File: config.mk
export PLATFORM = sky130hd
export DESIGN_NAME = rega_sequenciador
export DESIGN_NICKNAME = d
export VERILOG_FILES = /design/src/rtl/rega_pkg.sv /design/src/rtl/rega_contador.sv /design/src/rtl/rega_sequenciador.sv
export SDC_FILE = /design/constraint.sdc
export NUM_CORES = 1
export LEC_CHECK = 0
export BUFFER_PORTS_ARGS = -buffer_cell sky130_fd_sc_hd__clkbuf_2
export CAP_MARGIN = 25
export CORE_UTILIZATION = 30
export DETAILED_ROUTE_END_ITERATION = 12
export PLACE_DENSITY_LB_ADDON = 0.3
export SLEW_MARGIN = 10
export SYNTH_ARGS = -nofsm -noshare
export SYNTH_HDL_FRONTEND = slang
export SYNTH_HIERARCHICAL = 1
export SYNTH_SLANG_ARGS = --single-unit
File: constraint.sdc
create_clock -name clock -period 0.8 [get_ports clock]
set_input_delay 0.16 -clock clock [delete_from_list [all_inputs] [get_ports clock]]
set_output_delay 0.16 -clock clock [all_outputs]
set_load 0.01 [all_outputs]
File: src/rtl/rega_pkg.sv
// Shared types and default timing for the irrigation sequencer.
package rega_pkg;

    localparam int CW_DEF          = 8;
    localparam int TEMPO_ASP_DEF   = 10;
    localparam int TEMPO_GOT_DEF   = 15;
    localparam int TEMPO_PAUSA_DEF = 5;

    typedef enum logic [2:0] {
        FASE_IDLE        = 3'd0,
        FASE_ASPERSAO    = 3'd1,
        FASE_GOTEJAMENTO = 3'd2,
        FASE_PAUSA       = 3'd3,
        FASE_BLOQUEIO    = 3'd4
    } fase_t;

endpackage

File: src/rtl/rega_contador.sv
// Loadable down-counter shared by every timed phase; saturates at zero.
module rega_contador #(
    parameter int CW = 8
) (
    input  logic          clock,
    input  logic          rst_n,
    input  logic          load,
    input  logic [CW-1:0] valor,
    input  logic          tick,
    input  logic          clr,
    output logic [CW-1:0] restante,
    output logic          ultimo
);

    logic [CW-1:0] restante_q;
    logic [CW-1:0] restante_d;

    // Next count: clear beats load beats decrement.
    always_comb begin
        restante_d = restante_q;
        if (clr) begin
            restante_d = {CW{1'b0}};
        end else if (load) begin
            restante_d = valor;
        end else if (tick && (restante_q != {CW{1'b0}})) begin
            restante_d = restante_q - {{(CW-1){1'b0}}, 1'b1};
        end else begin
            restante_d = restante_q;
        end
    end

    // Count register.
    always_ff @(posedge clock or negedge rst_n) begin
        if (!rst_n) begin
            restante_q <= {CW{1'b0}};
        end else begin
            restante_q <= restante_d;
        end
    end

    assign restante = restante_q;
    assign ultimo   = (restante_q == {{(CW-1){1'b0}}, 1'b1});

endmodule

File: src/rtl/rega_sequenciador.sv
// Timed irrigation-cycle controller: burst, cooldown and level-fault lockout.
// Optional manual drip start is enabled by defining REGA_MANUAL_EN.
module rega_sequenciador
    import rega_pkg::*;
#(
    parameter int TEMPO_ASP   = TEMPO_ASP_DEF,
    parameter int TEMPO_GOT   = TEMPO_GOT_DEF,
    parameter int TEMPO_PAUSA = TEMPO_PAUSA_DEF,
    parameter int CW          = CW_DEF
) (
    input  logic          clock,
    input  logic          reset_n,
    input  logic          tick,
    input  logic          us,
    input  logic          ua,
    input  logic          t,
    input  logic          erro,
    input  logic          nv_critico,
    input  logic          nv_baixo,
`ifdef REGA_MANUAL_EN
    input  logic          manual,
`endif
    output logic          bs,
    output logic          vs,
    output logic          busy,
    output logic [2:0]    fase,
    output logic [CW-1:0] restante,
    output logic          fim_ciclo
);

    if (TEMPO_ASP < 1 || TEMPO_GOT < 1 || TEMPO_PAUSA < 1 ||
        TEMPO_ASP >= (2**CW) || TEMPO_GOT >= (2**CW) || TEMPO_PAUSA >= (2**CW)) begin : g_bad_tempo
        $error("rega_sequenciador: TEMPO_* must be in 1 .. 2**CW-1");
    end

    logic [1:0] rst_sync_q;
    logic       rst_n_s;
    fase_t      state_q, state_d;
    logic       us_prev_q, nb_prev_q;
    logic       bs_q, bs_d, vs_q, vs_d, busy_q, busy_d, fim_q, fim_d;
    logic       load_s, clr_s, cnt_tick_s, ultimo_s, fault_s, manual_s;
    logic       us_rise_s, nb_rise_s, timed_s;
    logic [CW-1:0] valor_s;

`ifdef REGA_MANUAL_EN
    assign manual_s = manual;
`else
    assign manual_s = 1'b0;
`endif

    assign fault_s   = erro | nv_critico;
    assign us_rise_s = us & ~us_prev_q;
    assign nb_rise_s = nv_baixo & ~nb_prev_q;
    assign timed_s   = (state_q == FASE_ASPERSAO) || (state_q == FASE_GOTEJAMENTO) ||
                       (state_q == FASE_PAUSA);

    // Reset goes low at once but is released on a clock edge.
    always_ff @(posedge clock or negedge reset_n) begin
        if (!reset_n) begin
            rst_sync_q <= 2'b00;
        end else begin
            rst_sync_q <= {rst_sync_q[0], 1'b1};
        end
    end
    assign rst_n_s = rst_sync_q[1];

    // State register plus the sensor history used for edge detection.
    always_ff @(posedge clock or negedge rst_n_s) begin
        if (!rst_n_s) begin
            state_q   <= FASE_IDLE;
            us_prev_q <= 1'b0;
            nb_prev_q <= 1'b0;
        end else begin
            state_q   <= state_d;
            us_prev_q <= us;
            nb_prev_q <= nv_baixo;
        end
    end

    // Next state and counter control; faults always win.
    always_comb begin
        state_d = state_q;
        load_s  = 1'b0;
        valor_s = {CW{1'b0}};
        case (state_q)
            FASE_IDLE: begin
                if (fault_s) begin
                    state_d = FASE_BLOQUEIO;
                end else if (manual_s || (tick && !us)) begin
                    load_s = 1'b1;
                    if (manual_s || t || !ua || nv_baixo) begin
                        state_d = FASE_GOTEJAMENTO;
                        valor_s = CW'(TEMPO_GOT);
                    end else begin
                        state_d = FASE_ASPERSAO;
                        valor_s = CW'(TEMPO_ASP);
                    end
                end else begin
                    state_d = FASE_IDLE;
                end
            end
            FASE_ASPERSAO, FASE_GOTEJAMENTO: begin
                if (fault_s) begin
                    state_d = FASE_BLOQUEIO;
                end else if (us_rise_s || (tick && ultimo_s)) begin
                    state_d = FASE_PAUSA;
                    load_s  = 1'b1;
                    valor_s = CW'(TEMPO_PAUSA);
                end else if ((state_q == FASE_ASPERSAO) && nb_rise_s) begin
                    state_d = FASE_GOTEJAMENTO;
                end else begin
                    state_d = state_q;
                end
            end
            FASE_PAUSA: begin
                if (fault_s) begin
                    state_d = FASE_BLOQUEIO;
                end else if (tick && ultimo_s) begin
                    state_d = FASE_IDLE;
                end else begin
                    state_d = FASE_PAUSA;
                end
            end
            FASE_BLOQUEIO: begin
                if (fault_s) begin
                    state_d = FASE_BLOQUEIO;
                end else begin
                    state_d = FASE_PAUSA;
                    load_s  = 1'b1;
                    valor_s = CW'(TEMPO_PAUSA);
                end
            end
            default: begin
                state_d = FASE_IDLE;
            end
        endcase
    end

    assign clr_s      = (state_d == FASE_IDLE) || (state_d == FASE_BLOQUEIO);
    assign cnt_tick_s = tick && timed_s;

    // Outputs follow the next state so they register together with it.
    always_comb begin
        bs_d   = (state_d == FASE_ASPERSAO);
        vs_d   = (state_d == FASE_GOTEJAMENTO);
        busy_d = (state_d != FASE_IDLE);
        fim_d  = ((state_q == FASE_ASPERSAO) || (state_q == FASE_GOTEJAMENTO)) &&
                 (state_d == FASE_PAUSA);
    end

    // Output registers.
    always_ff @(posedge clock or negedge rst_n_s) begin
        if (!rst_n_s) begin
            bs_q   <= 1'b0;
            vs_q   <= 1'b0;
            busy_q <= 1'b0;
            fim_q  <= 1'b0;
        end else begin
            bs_q   <= bs_d;
            vs_q   <= vs_d;
            busy_q <= busy_d;
            fim_q  <= fim_d;
        end
    end

    rega_contador #(.CW(CW)) u_contador (
        .clock    (clock),
        .rst_n    (rst_n_s),
        .load     (load_s),
        .valor    (valor_s),
        .tick     (cnt_tick_s),
        .clr      (clr_s),
        .restante (restante),
        .ultimo   (ultimo_s)
    );

    assign bs        = bs_q;
    assign vs        = vs_q;
    assign busy      = busy_q;
    assign fim_ciclo = fim_q;
    assign fase      = state_q;

endmodule

==> results of run 1 <==
synthesized netlist by cell type, types with 3 or more instances:
| cell | number | share of area (%) |
|---|---|---|
| a21oi_1 | 7 | 3.0 |
| a32o_1 | 3 | 2.5 |
| dfrtp_1 | 19 | 40 |
| ha_1 | 3 | 3.2 |
| inv_1 | 7 | 2.2 |
| nand2_1 | 15 | 4.7 |
| nand2b_1 | 4 | 2.1 |
| nand3_1 | 5 | 2.1 |
| nor2_1 | 9 | 2.8 |
| nor3b_1 | 3 | 1.9 |
| o21ai_0 | 6 | 2.5 |
| xnor2_1 | 3 | 2.2 |
placed cells by master (no fill, tap or decap), drive strengths merged, types with 2 or more instances in the layout:
cell / synthesis / routed
o21bai: 2 / 2
nor3b: 3 / 3
a31o: 2 / 2
or4: 2 / 2
nand3: 5 / 5
a21oi: 7 / 7
conb: 2 / 5
nor3: 3 / 3
a41oi: 2 / 2
a31oi: 2 / 2
nor2: 9 / 9
nand2: 15 / 15
a211oi: 3 / 3
xnor2: 3 / 3
ha: 3 / 3
buf: 2 / 71
nand2b: 5 / 5
o21ai: 6 / 6
inv: 7 / 7
a22o: 2 / 2
or3: 3 / 3
dfrtp: 19 / 19
a32o: 3 / 3
and3: 2 / 2
clkbuf: 2 / 20
critical path: cells and delay by family (launching register included):
kind,cells,cell delay (ns)
AND/OR/NAND/NOR,3,0.53
AO/OA/AOI/OAI,6,1.16
flip-flops,1,0.42
buffers and inverters,1,0.18
how the worst max path moves through the flow:
stage,from,to,slack (ns),cells past startpoint
finish,u_contador/restante[7]$_DFFE_PN0P_,u_contador/restante[5]$_DFFE_PN0P_,-1.61,10
global route,u_contador/restante[7]$_DFFE_PN0P_,u_contador/restante[5]$_DFFE_PN0P_,-1.64,10
CTS,u_contador/restante[2]$_DFFE_PN0P_,u_contador/restante[7]$_DFFE_PN0P_,-1.52,10
detailed placement,u_contador/restante[2]$_DFFE_PN0P_,u_contador/restante[7]$_DFFE_PN0P_,-1.60,10
global placement,u_contador/restante[2]$_DFFE_PN0P_,u_contador/restante[7]$_DFFE_PN0P_,-1.51,10
floorplan,u_contador/restante[7]$_DFFE_PN0P_,u_contador/restante[5]$_DFFE_PN0P_,-1.49,9
area by class of cell:
cell class | count | area [µm²]
clock buffers | 4 | 45.04
inverters | 7 | 26.28
multi-input cells | 100 | 884.6
repair buffers | 88 | 732.0
well taps | 48 | 60.06
fillers | 298 | 1489
flip-flops and latches | 19 | 479.2
per-stage QoR:
stage                     power [mW]  hold slack (ns)  std cells  setup TNS [ns]  cell area (µm²)
after global placement         1.846         -0.05354        242          -16.81             1778
after global routing           2.996          0.04179        266          -23.16             2227
after detailed placement       1.863         -0.05100        242          -17.92             1778
after CTS                      2.701          0.04698        252          -20.39             2014
after floorplan                1.516          -0.1356        130          -16.54             1306
final                          2.885          0.04210        266          -22.15             2227
where the power goes:
| group | internal, mW | switching [mW] |
|---|---|---|
| combinational | 0.585 | 0.555 |
| clock | 0.355 | 0.348 |
| sequential | 1.01 | 0.0298 |
sequential cells by signal, indices dropped and copies added (netlist names):
name                 count
bs                       1
fase                     3
busy                     1
u_contador/restante      8
rst_sync_q               2
vs                       1
fim_ciclo                1
nb_prev_q                1
us_prev_q                1
metal layers:
metal | vias to the layer above | track usage, %
met5 | - | 0
li1 | 647 | -
met1 | 662 | 24.95
met4 | 0 | 9.444
met3 | 8 | 2.993
met2 | 50 | 31.38
timing repair:
action                                 CTS  global route
setup endpoints to repair               30            30
setup buffers                            8            16
resized for setup                       37            28
endpoints found under the hold margin    2             0
pin swaps                               11            15
hold buffers                             1             0
cloned                                   0             0
logic make-up after synthesis:
kind of cell	after synthesis	synth area share, %
buf+inv	11	4.427
compound gates	36	24.13
fa+ha+maj	3	3.162
other cells	2	0.6325
xor+xnor	3	2.213
flops	19	40.04
simple gates	53	25.40
==> summary.md, run 1 <==
| Metric | Value |
|---|---|
| Worst-path cell chain | `nor3_4 > and3_4 > nand2_4 > a41oi_4 > a21oi_2 > a2111oi_4 > o21bai_4 > a41oi_2 > buf_4 > a32o_1` |
| Setup ws final | `-1.609 ns` |
| Period utilization | `301.1%` |
| Layout area overhead | `87.57%` |
| Tot GR Track Use | `19.39%` |
| Unrepaired setup endpoints after global routing | `yes` |
| H-Tree Depth | `1` |
| Share of cells above drive strength 1 | `61.93%` |
| Routability congestion estimate | `between 0.9 and 1` |
| Final count of negative-setup-slack endpoints | `30` |
| EDFF count, synth | `0` |
| Max-Cap Viols | `0` |
| Startpoint Class | `flip-flop` |
| Met2 wire length | `about 2200 µm` |
| Clk pin slew, worst setup/hold paths | `0.08 ns` |
| CTS tree | `yes` |
| WL met3 | `approximately 170 µm` |
| Final hold violations | `0` |
| Status | `complete, but fails checks` |
| Critical path's slowest cell | `dfrtp_1` |
| Die H | `between 60 and 70 µm` |
| Largest net degree at the start of global routing | `11` |
| P_leak | `roughly 1.0 nW` |
| Site Rows | `22` |
| Post-Route Skew | `approximately 0.005 ns` |
| Detailed-route via count | `between 1k and 1.5k` |
| Worst Min Path Start | `us` |
| Die area | `~0.0042 mm²` |
| IO Count | `24` |
| Fin util | `roughly three fifths` |
| Mapped cell area | `about 0.0012 mm²` |
| WP data arrival | `2.56 ns` |
| Kind of critical path | `reg -> reg` |
| Yosys warns | `6` |
| Worst Path Max Fanout | `5` |
| Max Root-Sink Buffers | `2` |
| FF-to-FF Start | `u_contador/restante[7]$_DFFE_PN0P_` |
| CTS sink count | `19` |
| Via density per instance | `about 5.1` |
| Flops & latches, synth | `19` |
| Ant diodes | `0` |
| Synth cell types | `between 40 and 50` |
| Max Used Layer | `met4` |
| Violated checks | `negative setup slack` |
| CTS Root Cell | `clkbuf_8` |
| Vias in the first global route | `about 1.3k` |
| Post-synthesis async set-or-reset flop share | `100.0%` |
| Reg2reg setup slack | `-1.61 ns` |
| Initial drt markers | `75` |
| Final #Nets | `about 230` |
| Pwr Density | `around 1300 mW/mm²` |
| Hold endpoint | `us_prev_q$_DFF_PN0_` |
| Peak VDD IR | `approximately 650 µV` |
| Final ANT Viol Nets | `0` |
| Synth Instances | `about 130` |
| Crit end category | `flip-flop` |
| Post-Route WL | `between 4000 and 5000 µm` |
| Initial Util | `between 30% and 40%` |
| Place WS | `-1.595 ns` |
| Worst R2R Path Depth | `10` |
| Max Slew Vio Count | `0` |
| Drt pass-1 iters | `4` |
| First-pass GRT wire length | `6182 µm` |
| Die X | `roughly 65 µm` |
| Post-synth top flop | `dfrtp_1` |
| Worst EP required | `between 0.9 and 1 ns` |
| Total gr overflow | `0` |
| Hold Path Class | `in -> reg` |
| Met1 WL | `between 1500 and 2000 µm` |
| Final Critical Period | `between 2 and 2.5 ns` |
| Routed len/inst | `between 15 and 20 µm` |
| IO buf count | `23` |
| Reg-to-reg critical path endpoint | `u_contador/restante[5]$_DFFE_PN0P_` |
| Core region area | `approximately 0.0037 mm²` |
| Fmax | `415.2 MHz` |
| Insertion delay to the later sink of the worst-skew pair | `about 0.26 ns` |
| Hpwl dp | `2644 µm` |
| Hold path depth | `1` |
| Register area share after synthesis | `40.04%` |
| Mean Syn Cell Area | `around 9.3 µm²` |
| CTS Buf Count | `3` |
| CP peak stage delay | `between 0.4 and 0.5 ns` |
| Initial antenna violation count | `0` |
| # DRC | `0` |
(Power assumes the default switching activity.)
==> run 2: changes to the inputs <==
==> constraint.sdc (replaced) <==
create_clock -name clock -period 2.1 [get_ports clock]
set_input_delay 0.42 -clock clock [delete_from_list [all_inputs] [get_ports clock]]
set_output_delay 0.42 -clock clock [all_outputs]
set_load 0.01 [all_outputs]
==> summary.md, run 2 (synthesis gave the netlist of run 1 again) <==
| Metric | Value |
|---|---|
| Startpoint Class | `flip-flop (unchanged)` |
| Status | `complete, but fails checks (unchanged)` |
| Critical path's slowest cell | `dfrtp_1 (unchanged)` |
| H-Tree Depth | `1 (unchanged)` |
| Buf/Inv on CP | `1 (unchanged)` |
| Placed cell area | `0.001694 mm² (was 0.001778 mm²)` |
| CTS sink count | `19 (unchanged)` |
| Peak VDD IR | `285.3 µV (was 645.8 µV)` |
| Post-Route WL | `3220 µm (was 4359 µm)` |
| Combinational power share | `30.6% (was 39.5%)` |
| Kind of critical path | `reg -> reg (unchanged)` |
| Crit end category | `flip-flop (unchanged)` |
| Routed len/inst | `13.36 µm (was 16.39 µm)` |
| Pwr Total | `0.9435 mW (was 2.885 mW)` |
| WP data arrival | `2.45 ns (was 2.56 ns)` |
| # fillers | `355 (was 298)` |
| Fmax | `433.3 MHz (was 415.2 MHz)` |
| Ant diodes | `0 (unchanged)` |
| Routability congestion estimate | `0.9080 (was 0.9929)` |
| Largest net degree at the start of global routing | `18 (was 11)` |
| Detailed-route via count | `1,210 (was 1,367)` |
| Clock share of power | `27.0% (was 24.4%)` |
| Worst-path cell chain | `nor3_4 > and3_4 > nand2_4 > a41oi_4 > a21oi_2 > a2111oi_4 > o21bai_1 > a41oi_2 > buf_4 > a32o_1 (was nor3_4 > and3_4 > nand2_4 > a41oi_4 > a21oi_2 > a2111oi_4 > o21bai_4 > a41oi_2 > buf_4 > a32o_1)` |
| Hpwl dp | `2583 µm (was 2644 µm)` |
| Clk pin slew, worst setup/hold paths | `0.07 ns (was 0.08 ns)` |
| Initial Util | `31.95% (unchanged)` |
| Number of flip-flops under the largest register name | `8 (unchanged)` |
| Drt pass-1 iters | `4 (unchanged)` |
| Top Family by Delay on Critical Path | `compound AO/OA/AOI/OAI gates (unchanged)` |
| Most frequent cells in the layout | `buf_4, clkbuf_2, dfrtp_1 (was buf_4, buf_6, dfrtp_1, clkbuf_2, nand2_1)` |
| Leading cell type in the layout, fill and taps excluded | `buf_4 (unchanged)` |
| Die H | `64.91 µm (unchanged)` |
| Die area | `0.004213 mm² (unchanged)` |
| Seq pwr share | `42.4% (was 36.1%)` |
| Max Root-Sink Buffers | `2 (unchanged)` |
| Unrepaired setup endpoints after global routing | `yes (unchanged)` |
| # DRC | `0 (unchanged)` |
| Core region area | `0.003716 mm² (unchanged)` |
| P_leak | `0.8464 nW (was 1.009 nW)` |
| CP peak stage delay | `0.41 ns (was 0.42 ns)` |
| Final hold violations | `0 (unchanged)` |
| Initial antenna violation count | `0 (unchanged)` |
| CTS Buf Count | `3 (unchanged)` |
| Share of cells above drive strength 1 | `48.19% (was 61.93%)` |
| Worst-Margin Slew | `between 0.7 and 0.8 ns` |
| Final Critical Period | `2.308 ns (was 2.409 ns)` |
| Total gr overflow | `0 (unchanged)` |
| Setup ws final | `-0.2078 ns (was -1.609 ns)` |
| Slew margin rel. | `approximately half` |
| Reg2reg setup slack | `-0.21 ns (was -1.61 ns)` |
| CTS tree | `yes (unchanged)` |
| NetSw | `0.2853 mW (was 0.9328 mW)` |
| Final instance area | `0.001800 mm² (was 0.002227 mm²)` |
| Max Slew Vio Count | `0 (unchanged)` |
| Die X | `64.91 µm (unchanged)` |
| Post-Route Skew | `0.004814 ns (was 0.005025 ns)` |
| Multi-input gate area | `773.2 µm² (was 884.6 µm²)` |
| Register area | `478.0 µm² (was 479.2 µm²)` |
| Fin util | `48.45% (was 59.93%)` |
| Insertion delay to the later sink of the worst-skew pair | `0.26 ns (about the same)` |
| Hold Path Class | `in -> reg (unchanged)` |
| Worst Path Max Fanout | `6 (was 5)` |
| Worst EP required | `2.24 ns (was 0.95 ns)` |
| First-pass GRT wire length | `5499 µm (was 6182 µm)` |
| Final count of negative-setup-slack endpoints | `8 (was 30)` |
| Via density per instance | `5.021 (was 5.139)` |
| CTS Root Cell | `clkbuf_8 (unchanged)` |
| Final ANT Viol Nets | `0 (unchanged)` |
| Max-Cap Viols | `0 (unchanged)` |
| Int Pwr | `0.6582 mW (was 1.952 mW)` |
| Period utilization | `109.9% (was 301.1%)` |
| Initial drt markers | `56 (was 75)` |
| Final #Nets | `206 (was 231)` |
| Vias in the first global route | `1,236 (was 1,326)` |
| IO buf count | `23 (unchanged)` |
| Site Rows | `22 (unchanged)` |
| Tot GR Track Use | `16.78% (was 19.39%)` |
| Switch share | `30.24% (was 32.34%)` |
| Layout area overhead | `51.63% (was 87.57%)` |
| Pwr Density | `524.1 mW/mm² (was 1295 mW/mm²)` |
| IO Count | `24 (unchanged)` |
| Violated checks | `negative setup slack (unchanged)` |
[run 2: cell count changes in the layout (fill, tap and decap cells not counted), moves of 3 or more]
cell,previous run,this run
a21oi_1,3,6
buf_4,42,39
buf_6,29,0
clkbuf_2,16,23
nor2_1,4,8
nor2_4,3,0
[run 2: worst paths after layout]
kind	startpoint	end	cells after the start
hold / removal	nv_baixo	nb_prev_q$_DFF_PN0_	1
max in group asynchronous	rst_sync_q[1]$_DFF_PN0_	u_contador/restante[5]$_DFFE_PN0P_	0
setup / recovery	u_contador/restante[6]$_DFFE_PN0P_	u_contador/restante[5]$_DFFE_PN0P_	10
min in group asynchronous	rst_sync_q[1]$_DFF_PN0_	vs$_DFF_PN0_	0
hold reg to reg	rst_sync_q[1]$_DFF_PN0_	vs$_DFF_PN0_	0
setup reg to reg	u_contador/restante[6]$_DFFE_PN0P_	u_contador/restante[5]$_DFFE_PN0P_	10
[run 2: timing repair]
action,4_1_cts,5_1_grt
hold buffers,1,0
setup endpoints to repair,8,8
pin swaps,9,0
buffers inserted,4,0
resized for setup,6,0
hold endpoints to repair,2,0
[run 2: routing by layer]
layer  track usage, %  routed length (µm)  up-vias
met4            3.889                   8        0
met1            21.44                1479      587
met5                0                   0        -
met2            28.78                1599       31
met3            3.345                 132        2
li1                 -                   -      590
[run 2: power groups by stage]
stage / sequential [mW] / clock, mW / combinational [mW]
final: 0.400 / 0.255 / 0.289
after floorplan: 0.418 / 0 / 0.154
after global routing: 0.404 / 0.279 / 0.314
after global placement: 0.407 / 0 / 0.272
after detailed placement: 0.408 / 0 / 0.277
after CTS: 0.401 / 0.267 / 0.287
[run 2: cell type report]
| class | instances | share of cell area (%) |
|---|---|---|
| tap | 48 | 3.336 |
| timing repair buffer | 63 | 23.21 |
| clock buffer | 4 | 2.502 |
| sequential | 19 | 26.55 |
| inverter | 7 | 1.459 |
| multi-input combinational | 100 | 42.95 |
[run 2: through the flow]
step	std cells	hold slack (ns)	setup TNS (ns)	worst slack (ns)
4_1_cts	241	0.2918	-1.183	-0.2076
2_1_floorplan	130	0.1244	-1.074	-0.1867
6_report	241	0.2986	-1.206	-0.2078
3_5_place_dp	232	0.2066	-1.550	-0.2518
3_3_place_gp	232	0.2052	-1.217	-0.2008
5_1_grt	241	0.3013	-2.202	-0.3302
